## src/rtl/occ_pkg.sv

```systemverilog
// Shared definitions for the per-ID occupied-width table: update op
// encodings, FSM state type and default parameter values.
package occ_pkg;

    // Default geometry of the table.
    localparam int OCC_NUM_ID_DEF   = 16;
    localparam int OCC_ACC_W_DEF    = 7;
    localparam int OCC_UPD_W_DEF    = 5;
    localparam int OCC_NUM_RD_DEF   = 3;
    localparam int OCC_BLOCK_ID_DEF = 13;

    // Update opcode carried on upd_op.
    localparam logic OCC_OP_ADD = 1'b0;
    localparam logic OCC_OP_REL = 1'b1;

    // Controller state: normal operation or clear sweep.
    typedef enum logic [0:0] {
        IDLE  = 1'b0,
        CLEAR = 1'b1
    } occ_state_t;

endpackage

```

## src/rtl/occ_sat_addsub.sv

```systemverilog
// Combinational saturating add/release of one table entry. The operands are
// widened by one bit so that overflow past the full value (and underflow
// below zero) is detected before truncation. Shared by the table write path
// and the same-cycle read bypass.
module occ_sat_addsub
    import occ_pkg::*;
#(
    parameter int ACC_W = OCC_ACC_W_DEF,
    parameter int UPD_W = OCC_UPD_W_DEF
) (
    input  logic             op,
    input  logic [ACC_W-1:0] cur,
    input  logic [UPD_W-1:0] amt,
    output logic [ACC_W-1:0] res,
    output logic             sat
);

    localparam logic [ACC_W:0] WMAX_EXT = {1'b0, {ACC_W{1'b1}}};

    logic [ACC_W:0] cur_ext;
    logic [ACC_W:0] amt_ext;
    logic [ACC_W:0] sum_ext;
    logic [ACC_W:0] diff_ext;

    assign cur_ext  = {1'b0, cur};
    assign amt_ext  = (ACC_W+1)'(amt);
    assign sum_ext  = cur_ext + amt_ext;
    assign diff_ext = cur_ext - amt_ext;

    // Clamp to [0, WMAX] and flag whenever the clamp engaged.
    always_comb begin
        res = cur;
        sat = 1'b0;
        if (op == OCC_OP_ADD) begin
            if (sum_ext > WMAX_EXT) begin
                res = WMAX_EXT[ACC_W-1:0];
                sat = 1'b1;
            end else begin
                res = sum_ext[ACC_W-1:0];
            end
        end else begin
            if (amt_ext > cur_ext) begin
                res = '0;
                sat = 1'b1;
            end else begin
                res = diff_ext[ACC_W-1:0];
            end
        end
    end

endmodule

```

## src/rtl/occ_width_table.sv

```systemverilog
// Per-ID occupied-width table. One handshaked add/release update port, NUM_RD
// registered read ports sharing one strobe, and a one-entry-per-cycle clear
// sweep. Entry BLOCK_ID is pinned at the full value (BLOCK_ID = NUM_ID
// disables the pin).
// Optional feature macro: OCC_BYPASS_EN -- a read in the same cycle as an
// accepted update to the same ID returns the post-update value.
//
// Update handshake: an update transfers on a rising edge where
// upd_valid && upd_ready. upd_ready depends only on the controller state
// (high in IDLE, low during the clear sweep), never on upd_valid, so the
// requester may hold upd_valid and its payload until the transfer edge.
module occ_width_table
    import occ_pkg::*;
#(
    parameter int NUM_ID   = OCC_NUM_ID_DEF,
    parameter int ID_W     = $clog2(NUM_ID),
    parameter int ACC_W    = OCC_ACC_W_DEF,
    parameter int UPD_W    = OCC_UPD_W_DEF,
    parameter int NUM_RD   = OCC_NUM_RD_DEF,
    parameter int BLOCK_ID = OCC_BLOCK_ID_DEF
) (
    input  logic                    clk,
    input  logic                    rst,
    input  logic                    upd_valid,
    output logic                    upd_ready,
    input  logic                    upd_op,
    input  logic [ID_W-1:0]         upd_id,
    input  logic [UPD_W-1:0]        upd_amt,
    input  logic                    rd_en,
    input  logic [NUM_RD*ID_W-1:0]  rd_id,
    output logic [NUM_RD*ACC_W-1:0] rd_width,
    output logic                    rd_valid,
    input  logic                    clr_req,
    output logic                    busy,
    output logic                    sat_err,
    output logic [0:0]              state_dbg
);

    localparam logic [ACC_W-1:0] WMAX = '1;

    occ_state_t        state;
    logic [ID_W-1:0]   clr_idx;
    logic [ACC_W-1:0]  table_q [NUM_ID];

    logic              upd_fire;
    logic              upd_hit;
    logic [ACC_W-1:0]  upd_cur;
    logic [ACC_W-1:0]  upd_res;
    logic              upd_sat;
    logic              rd_fire;
    logic [NUM_RD*ACC_W-1:0] rd_next;

    assign upd_ready = (state == IDLE);
    assign busy      = (state == CLEAR);
    assign state_dbg = state;
    assign upd_fire  = upd_valid && upd_ready;
    assign rd_fire   = rd_en && (state == IDLE);

    // An accepted update only touches the table for a real, unpinned entry
    // with a non-zero amount; everything else is accepted and dropped.
    assign upd_hit = upd_fire && (int'(upd_id) < NUM_ID)
                     && (int'(upd_id) != BLOCK_ID) && (upd_amt != '0);

    // Current value of the entry being updated (0 for out-of-range IDs).
    always_comb begin
        upd_cur = '0;
        if (int'(upd_id) < NUM_ID) begin
            upd_cur = table_q[upd_id];
        end
    end

    occ_sat_addsub #(
        .ACC_W (ACC_W),
        .UPD_W (UPD_W)
    ) u_sat_addsub (
        .op  (upd_op),
        .cur (upd_cur),
        .amt (upd_amt),
        .res (upd_res),
        .sat (upd_sat)
    );

    for (genvar k = 0; k < NUM_RD; k++) begin : g_rd
        logic [ID_W-1:0] sel_id;
        assign sel_id = rd_id[k*ID_W +: ID_W];

        // Per-port read mux, optionally forwarding the in-flight update.
        always_comb begin
            rd_next[k*ACC_W +: ACC_W] = '0;
            if (int'(sel_id) < NUM_ID) begin
                rd_next[k*ACC_W +: ACC_W] = table_q[sel_id];
            end
`ifdef OCC_BYPASS_EN
            if (upd_hit && (sel_id == upd_id)) begin
                rd_next[k*ACC_W +: ACC_W] = upd_res;
            end
`else
`endif
        end
    end

    // Controller: IDLE <-> CLEAR, sweep index advances one entry per cycle.
    always_ff @(posedge clk) begin
        if (rst) begin
            state   <= IDLE;
            clr_idx <= '0;
        end else if (state == IDLE) begin
            if (clr_req) begin
                state   <= CLEAR;
                clr_idx <= '0;
            end
        end else begin
            if (clr_idx == ID_W'(NUM_ID - 1)) begin
                state   <= IDLE;
                clr_idx <= '0;
            end else begin
                clr_idx <= clr_idx + 1'b1;
            end
        end
    end

    // Table storage: reset image, sweep writes, then accepted updates.
    always_ff @(posedge clk) begin
        if (rst) begin
            for (int i = 0; i < NUM_ID; i++) begin
                table_q[i] <= (i == BLOCK_ID) ? WMAX : '0;
            end
        end else if (state == CLEAR) begin
            table_q[clr_idx] <= (int'(clr_idx) == BLOCK_ID) ? WMAX : '0;
        end else if (upd_hit) begin
            table_q[upd_id] <= upd_res;
        end
    end

    // Registered read ports; data holds between strobes.
    always_ff @(posedge clk) begin
        if (rst) begin
            rd_width <= '0;
            rd_valid <= 1'b0;
        end else begin
            rd_valid <= rd_fire;
            if (rd_fire) begin
                rd_width <= rd_next;
            end
        end
    end

    // Saturation pulse one cycle after a clamped update.
    always_ff @(posedge clk) begin
        if (rst) begin
            sat_err <= 1'b0;
        end else begin
            sat_err <= upd_hit && upd_sat;
        end
    end

endmodule

```

## config.mk

```make
export PLATFORM = sky130hd
export DESIGN_NAME = occ_width_table
export DESIGN_NICKNAME = d
export VERILOG_FILES = /design/src/rtl/occ_pkg.sv /design/src/rtl/occ_sat_addsub.sv /design/src/rtl/occ_width_table.sv
export SDC_FILE = /design/constraint.sdc
export NUM_CORES = 1
export LEC_CHECK = 0
export CAP_MARGIN = 40
export CORE_ASPECT_RATIO = 0.6
export CORE_UTILIZATION = 60
export DETAILED_ROUTE_END_ITERATION = 7
export GPL_TIMING_DRIVEN = 1
export PLACE_DENSITY_LB_ADDON = 0.25
export REMOVE_ABC_BUFFERS = 1
export SLEW_MARGIN = 40
export SYNTH_ARGS = -nofsm -noshare
export SYNTH_HDL_FRONTEND = slang
export SYNTH_SLANG_ARGS = --single-unit
```

## constraint.sdc

```tcl
create_clock -name clk -period 10.3 [get_ports clk]
set_clock_uncertainty 0.15 [all_clocks]
set_input_delay 1.03 -clock clk [delete_from_list [all_inputs] [get_ports clk]]
set_output_delay 1.03 -clock clk [all_outputs]
set_load 0.05 [all_outputs]
```

==> flow_summary.yaml <==
clock_tree:
  clock_latency_ps: 430
  cts_setup_buffers: 0
  clk_path_buf_depth: 2
  post_cts_resized: 0
  root_buffer: "clkbuf_16"
  cts.sinks: 140
  tritoncts: "built"
  h-tree-depth: 4
  numCtsBuffers: 17
  clk_pin_slew_worst_paths_ps: 70
  hold_buffers: 0
critical_path:
  worstPathCellList: "clkdlybuf4s50_1, buf_4, mux4_2, mux4_2, ha_1, inv_1, a221oi_1, o41a_1, or2_2, o31ai_4, nor3_4, nor2_1"
  critPathBufInv: 3
  r2r_slack_ps: 5680
  cp_common_cell: "mux4_2"
  crit_slowest_cell: "nor3_4"
  arrival_ps: 5580
  path_max_fanout: 33
  path_class: "in -> reg"
  crit_path_start_kind: "input port"
  setup.worst_path.end_class: "flip-flop"
  max_stage_delay_ps: 700
  path_delay_family: "compound AO/OA/AOI/OAI gates"
  required_ps: 10300
timing:
  whs_ps: 312
  fmax_mhz: 179
  setup_viol: 0
  layout_setup_ws_ps: 4720
  finalHoldViolCount: 0
  slew_headroom: 0.420
  setup-tns-final_ps: 0
  fin_crit_sh: 0.542
  worst_pin_slew_ps: 863
  slew_viol_final: 0
  rsz0062_at_grt: "no"
  fin_crit_ps: 5580
die:
  boundaryPins: 53
  dieArea_um2: 16200
  core_area_um2: 15300
  die_width_um: 164
  die_y_um: 99.1
  initial_core_util: 0.615
  rows: 35
final_layout:
  n_fill_cell: 1059
  antennaDiodeCount: 0
  fin_util: 0.686
  syn2layout_area_growth_pct: 11.5
  nets: 770
  drive_gt1_frac: 0.284
flow_run:
  maxCapViolCount: 0
detailed_routing:
  wl_um: 29300
  drc_errors: 0
  vias_per_cell: 7.56
  drt-initial-drc-count: 1307
  num_vias: 7148
  routedWlPerCell_um: 31.0
  first_pass_iters: 8
  ant_nets: 0
synth:
  ys_ff_latch: 140
  synthesis.area_um2: 9430
  netlist_instances: 712
  synthDistinctLibCells: 68
  yosysSeqAreaShare: 0.416
  synth_flop_cell: "edfxtp_1"
  syn_avg_cell_area_um2: 13.2
  synth_edf_count: 112
  async_flop_share: 0
  ys_warn_count: 0
grt:
  grt_max_degree: 46
  globalRouteTotalUtil: 0.384
  grt_overflow: 0
  antenna_found_initial: 0
  grt_pass1_wl_um: 43600
  grt_pass1_vias: 6732
placement:
  port_buffers: 52
  gp_congestion: 1.02
  dpl.hpwl_um: 20300
  place_ws_ps: 4430
worst_hold_path:
  hp-class: "reg -> reg"
pwr:
  powerDensity_nw_per_um2: 153
  p_leak_uw: 0.00351
  ir_drop_mv: 0.0872
outcome:
  outcome: "complete, no violations"
power by group:
part / internal, uW / total, uW / switching [uW]
combinational: 139 / 334 / 195
sequential: 634 / 662 / 27.6
clock: 340 / 610 / 269
area by class of cell:
| class | instances | area [um^2] | share of cell area |
|---|---|---|---|
| clock inverter | 15 | 149 | 0.0142 |
| clock buffer | 17 | 425 | 0.0405 |
| inverter | 16 | 60.1 | 0.00571 |
| tap | 203 | 254 | 0.0242 |
| timing repair buffer | 59 | 548 | 0.0521 |
| sequential | 140 | 3920 | 0.373 |
| multi-input combinational | 495 | 5150 | 0.490 |
per-layer routing:
metal | wire [um] | global-route usage | vias to the layer above
met5 | 30 | 0 | -
met2 | 12200 | 0.515 | 696
met3 | 5560 | 0.185 | 88
met1 | 10700 | 0.562 | 3545
li1 | - | - | 2817
met4 | 736 | 0.0983 | 2
worst register-to-register path, cell delays in order (launching register included):
cell and delay [ps]:
edfxtp_1 490, mux4_2 520, mux4_2 540, ha_1 480, inv_1 120, a221oi_1 600
o41a_1 300, or2_2 180, o31ai_4 140, nor3_4 700, nor2_1 130
sequential cells by signal, summed over array words and instances (netlist names):
register and flops:
busy 1, clr_idx 4, table_q 112, rd_width 21, rd_valid 1, sat_err 1
stage by stage:
stage	total power, uW	instances	cell area (um^2)
after floorplan	866	651	9120
after CTS	1590	945	10500
after global placement	984	913	9920
after global routing	1640	945	10500
after detailed placement	994	913	9930
final	1610	945	10500
synth_stat cells (all sizes together), types with 4 or more instances:
cell	n	area, um^2
mux4	135	3040
nor2	121	482
edfxtp	112	3360
nand2	66	248
a21oi	35	201
clkbuf	33	124
buf	28	180
dfxtp	28	561
nand2b	22	138
inv	16	60.1
nand3	15	80.1
ha	12	150
mux2i	10	113
nor3	8	62.6
o21ai	7	35.0
a21o	5	37.5
nor2b	4	25.0
o31ai	4	43.8
layout by cell type, fill, tap and decap left out, types with 2 or more instances in the layout:
cell | Yosys | routed
buf_2 | 9 | 3
nand3_1 | 14 | 14
nor3_1 | 6 | 5
a21oi_4 | 2 | 2
edfxtp_1 | 112 | 112
o21ai_0 | 6 | 6
dfxtp_1 | 28 | 28
nor3b_1 | 3 | 3
buf_4 | 3 | 11
clkbuf_16 | 0 | 17
nor2_1 | 110 | 110
inv_1 | 16 | 16
or3_1 | 2 | 2
nor2_2 | 11 | 11
nor3_4 | 2 | 2
mux4_2 | 135 | 135
fa_1 | 2 | 2
clkinv_4 | 0 | 3
nand2b_1 | 22 | 22
a21oi_1 | 32 | 32
o311ai_1 | 2 | 2
inv_6 | 0 | 8
nor4_1 | 3 | 3
mux2i_1 | 9 | 9
o21bai_1 | 2 | 2
ha_1 | 12 | 12
nand2_1 | 66 | 66
or2_2 | 2 | 2
o31ai_1 | 3 | 3
and2_1 | 2 | 2
nor2b_1 | 4 | 3
a22o_1 | 2 | 2
a21o_1 | 5 | 5
clkdlybuf4s50_1 | 0 | 45
kinds of logic (layout without fill, tap and decap cells):
| family | after synthesis | in the layout | share of synthesized area |
|---|---|---|---|
| buf+inv | 77 | 107 | 0.0386 |
| xor+xnor | 2 | 2 | 0.00186 |
| flops | 140 | 140 | 0.416 |
| compound gates | 75 | 75 | 0.0600 |
| fa+ha+maj | 14 | 14 | 0.0202 |
| mux | 147 | 147 | 0.337 |
| simple gates | 257 | 257 | 0.126 |
worst paths after layout:
path	from	endpoint	depth (start not counted)
worst max-delay path	upd_id[1]	table_q[9][1]	12
worst min-delay path	rd_width[12]	rd_width[12]	2
worst max register to register	table_q[14][2]	table_q[9][1]	10
worst min register to register	rd_width[12]	rd_width[12]	2
Note: power is estimated with default switching activity, not from simulation.
